File: config.mk
export PLATFORM = sky130hd
export DESIGN_NAME = prescaled_counter
export DESIGN_NICKNAME = d
export VERILOG_FILES = /design/src/rtl/prescaled_counter.sv
export SDC_FILE = /design/constraint.sdc
export NUM_CORES = 1
export LEC_CHECK = 0
export CAP_MARGIN = 15
export CORE_ASPECT_RATIO = 1.25
export CORE_MARGIN = 8
export CORE_UTILIZATION = 50
export DETAILED_ROUTE_END_ITERATION = 8
export GPL_ROUTABILITY_DRIVEN = 0
export PLACE_DENSITY_LB_ADDON = 0.15
export SKIP_LAST_GASP = 1
export SLEW_MARGIN = 20
export SYNTH_ARGS = -nofsm -noshare
export SYNTH_HDL_FRONTEND = slang
export SYNTH_SLANG_ARGS = --single-unit
export TNS_END_PERCENT = 10
File: constraint.sdc
create_clock -name CLK -period 1.75 [get_ports CLK]
set_clock_uncertainty 0.1 [all_clocks]
set_input_delay 0.2625 -clock CLK [delete_from_list [all_inputs] [get_ports CLK]]
set_output_delay 0.2625 -clock CLK [all_outputs]
set_load 0.01 [all_outputs]
File: src/rtl/prescaled_counter.sv
// Free-running counter that steps on an internal prescaler tick instead of a divided clock.
// Supports up/down counting, parallel load, and either wrap or saturate behaviour at the bounds.
module prescaled_counter #(
   parameter int WIDTH    = 4,
   parameter int TICK_DIV = 2097152,
   parameter int SATURATE = 0
) (
   input  logic             CLK,
   input  logic             RST_N,
   input  logic             EN_run,
   input  logic             up,
   input  logic             EN_load,
   input  logic [WIDTH-1:0] load_value,
   output logic             RDY_load,
   output logic [WIDTH-1:0] count_value,
   output logic             RDY_count_value,
   output logic             tick,
   output logic             wrap
);

   localparam int PW = (TICK_DIV > 1) ? $clog2(TICK_DIV) : 1;
   localparam logic [PW-1:0] P_LAST = PW'(TICK_DIV - 1);
   localparam logic [WIDTH-1:0] MAX = '1;
   localparam bit SAT = (SATURATE != 0);

   logic [PW-1:0]    p;
   logic [PW-1:0]    p_next;
   logic [WIDTH-1:0] count;
   logic [WIDTH-1:0] count_next;
   logic [WIDTH-1:0] stepped;
   logic             at_bound;
   logic             ready;
   logic             tick_next;
   logic             wrap_next;

   // Candidate count for a step; in saturate mode the bound value simply holds.
   always_comb begin
      at_bound = up ? (count == MAX) : (count == '0);
      if (at_bound && SAT)
         stepped = count;
      else if (up)
         stepped = count + WIDTH'(1);
      else
         stepped = count - WIDTH'(1);
   end

   // Load beats a step due on the same edge; a frozen prescaler keeps its phase.
   always_comb begin
      p_next     = p;
      count_next = count;
      tick_next  = 1'b0;
      wrap_next  = 1'b0;
      if (EN_load) begin
         count_next = load_value;
         p_next     = '0;
      end else if (EN_run) begin
         if (p == P_LAST) begin
            p_next     = '0;
            count_next = stepped;
            tick_next  = 1'b1;
            wrap_next  = at_bound;
         end else begin
            p_next = p + PW'(1);
         end
      end
   end

   always_ff @(posedge CLK or negedge RST_N) begin
      if (!RST_N) begin
         p     <= '0;
         count <= '0;
         ready <= 1'b0;
         tick  <= 1'b0;
         wrap  <= 1'b0;
      end else if (!ready) begin
         ready <= 1'b1;
      end else begin
         p     <= p_next;
         count <= count_next;
         tick  <= tick_next;
         wrap  <= wrap_next;
      end
   end

   assign count_value     = count;
   assign RDY_load        = ready;
   assign RDY_count_value = ready;

endmodule

==> results of run 1 <==
## power by group through the flow
stage	Clock (uW)	Combinational (uW)	Sequential [uW]
final	511	459	756
after global routing	536	504	761
after CTS	515	433	749
after detailed placement	0	429	761
after global placement	0	414	755
after floorplan	0	166	787
## state kept, by name (all words and copies together), names as in the netlist
| register | cells |
|---|---|
| wrap | 1 |
| p | 21 |
| RDY_count_value | 1 |
| count_value | 4 |
| tick | 1 |
## cell families after synthesis
group,count (synthesis)
xor+xnor,13
mux,4
buf+inv,12
flops,28
simple gates,86
compound gates,28
fa+ha+maj,4
other cells,1
## placed cells by master, fill, tap and decap left out, types with 3 or more instances in the layout
cell type	instances
a21oi_1	7
a22o_1	3
and3_1	3
buf_4	45
clkbuf_8	3
clkdlybuf4s50_1	15
dfrtp_1	28
ha_1	3
inv_1	5
nand2_1	17
nand3_1	15
nand4_1	6
nor2_1	21
o21ai_0	3
xnor2_1	5
xor2_1	8
## metal layers
layer	up-vias	wire (microns)	global-route usage
met2	36	2260	0.311
met3	6	163	0.0334
met4	0	49	0.0566
met5	-	0	0
li1	750	-	-
met1	758	1730	0.172
## worst max-delay path, stage by stage (launching register included)
cell and delay (ps):
dfrtp_1 460, buf_4 170, clkdlybuf4s50_1 530
## cell type report
| cell class | count | area (sq um) |
|---|---|---|
| clock buffer | 3 | 41.3 |
| clock inverter | 1 | 30.0 |
| fill | 247 | 901 |
| inverter | 5 | 18.8 |
| multi-input combinational | 136 | 940 |
| sequential | 28 | 701 |
| tap | 37 | 46.3 |
| timing repair buffer | 62 | 517 |
## metrics by stage
stage	area, sq um	total power, uW	setup TNS [ps]
after floorplan	1660	953	-125
after global placement	2140	1170	-3750
after detailed placement	2140	1190	-4280
after CTS	2210	1700	-284
after global routing	2290	1800	-2040
final	2290	1730	-97.4
## final timing paths
path / from / end / slack [ps] / cells after the start
worst max-delay path: count_value[0] / count_value[0] / -40 / 2
worst min-delay path: RST_N / p[9] / 250 / 2
worst max register to register: p[13] / count_value[2] / -20 / 6
worst min register to register: p[20] / p[20] / 410 / 2
max in group asynchronous: RST_N / p[3] / 1030 / 2
min in group CLK: p[20] / p[20] / 410 / 2
## what timing repair did
item / in CTS / in global routing
resized for setup: 1 / 9
setup endpoints to repair: 7 / 26
buffers inserted: 0 / 7
pin swaps: 0 / 6
==> impl_metrics.tcl, run 1 <==
set metrics [dict create \
    max-cap-violations 0 \
    setup_violations 4 \
    numPlacedInstances 261 \
    p_sw_frac 0.276 \
    design.die.area_sq_um 5410 \
    status "complete, but fails checks" \
    yosys.area_share.adder 0.0349 \
    die_w_microns 67.4 \
    rsz0062_at_grt "true" \
    yosys_most_used_dff "dfrtp_1" \
    grt_pass1_wl_mm 7.15 \
    n_antenna_cell 0 \
    yosysSeqAreaShare 0.425 \
    clockPowerShare 0.296 \
    min_period_ps 1790 \
    syn_nets 189 \
    drv_slew 0 \
    post_route_cells_drive_above_1_share 0.285 \
    firstDrtPassIters 4 \
    route.vias.total 1550 \
    synth_compound_area_frac 0.119 \
    cts_buffers 3 \
    totalWireLength_mm 4.20 \
    overflow 0 \
    core_area_sq_um 3190 \
    synth_top_area_cell "dfrtp_1" \
    clk_latency_ps 270 \
    synth_seq_cells 28 \
    synth_edf_count 0 \
    yosys-top-cells-area "dfrtp_1, nand3_1, nor2_1, xor2_1, nand2_1" \
    area_growth_syn_to_layout_pct 39.0 \
    ctsHoldBuffers 0 \
    violations "setup timing" \
    synth_area_per_cell_sq_um 9.38 \
    final_antenna_net_count 0 \
    synth_top_family_by_area "simple AND/OR/NAND/NOR gates" \
    ios 17 \
    yosys-top-cells-count "dfrtp_1, nor2_1, nand2_1, nand3_1, xor2_1" \
    fmax_ghz 0.559 \
    startpoint_type "register" \
    clk_root_buffer_cell "clkbuf_8" \
    period_share 1.02 \
    worstPathArrival_ps 1430 \
    synth_xor_area_frac 0.0690 \
    p_seq_frac 0.438 \
    yosysMostFrequentCell "dfrtp_1" \
    cts_tree "yes" \
    cts-htree-levels 1 \
    power_leakage_uw 0.00105 \
    io_buffers 16 \
    cp_max_fo 5 \
    clk_path_buf_depth 2 \
    start_util 0.517 \
    hold_class "primary input to async pin" \
    synth_top_cell_area_share 0.425 \
    track_usage 0.164 \
    first_iter_violations 60 \
    vias_per_cell 5.70 \
    drc_errors 0 \
    grt_pass1_vias 1705 \
    dp_hpwl_mm 3.13 \
    netlist-cell-type-count 46 \
    pwr-share-comb 0.266 \
    end_kind "output port" \
    place_ws_ps -531 \
    wl_per_cell_microns 15.5 \
    ir_drop_v 0.000630 \
    hold_ws_ps 254 \
    instances_no_fill 272 \
    fp.dieH_microns 80.2 \
    clk_pin_slew_ps 100 \
    syn_area_sq_um 1650 \
    setup_ws_ps -38.4 \
    grt_max_degree 29 \
    fp-row-count 23 \
    powerDensity_nw_per_um2 753 \
    hold_violations 0 \
    fin_util 0.718 \
    worstSetupPathType "register to output port" \
    postSynth.asyncResetShare 1.00 \
    yosys_warnings 0 \
    clock-sinks 28 \
    synthSimpleGateAreaFrac 0.293 \
    p_int_uw 1250 \
    p_switching_uw 477 \
    required_ps 1390 \
    fin_nets 249 \
    muxShareOfSynthArea 0.0258 \
    synthCells 176 \
    antenna_found_initial 0 \
]
Power figures use the tool's default switching activity.
==> inputs of run 2 (changes only) <==
--- a/config.mk
+++ b/config.mk
@@ -5,6 +5,7 @@
 export SDC_FILE = /design/constraint.sdc
 export NUM_CORES = 1
 export LEC_CHECK = 0
+export ABC_CLOCK_PERIOD_IN_PS = 1750
 export CAP_MARGIN = 15
 export CORE_ASPECT_RATIO = 1.25
 export CORE_MARGIN = 8
==> results of run 2 <==
Final layout, timing and power as in run 1 (identical DEF).
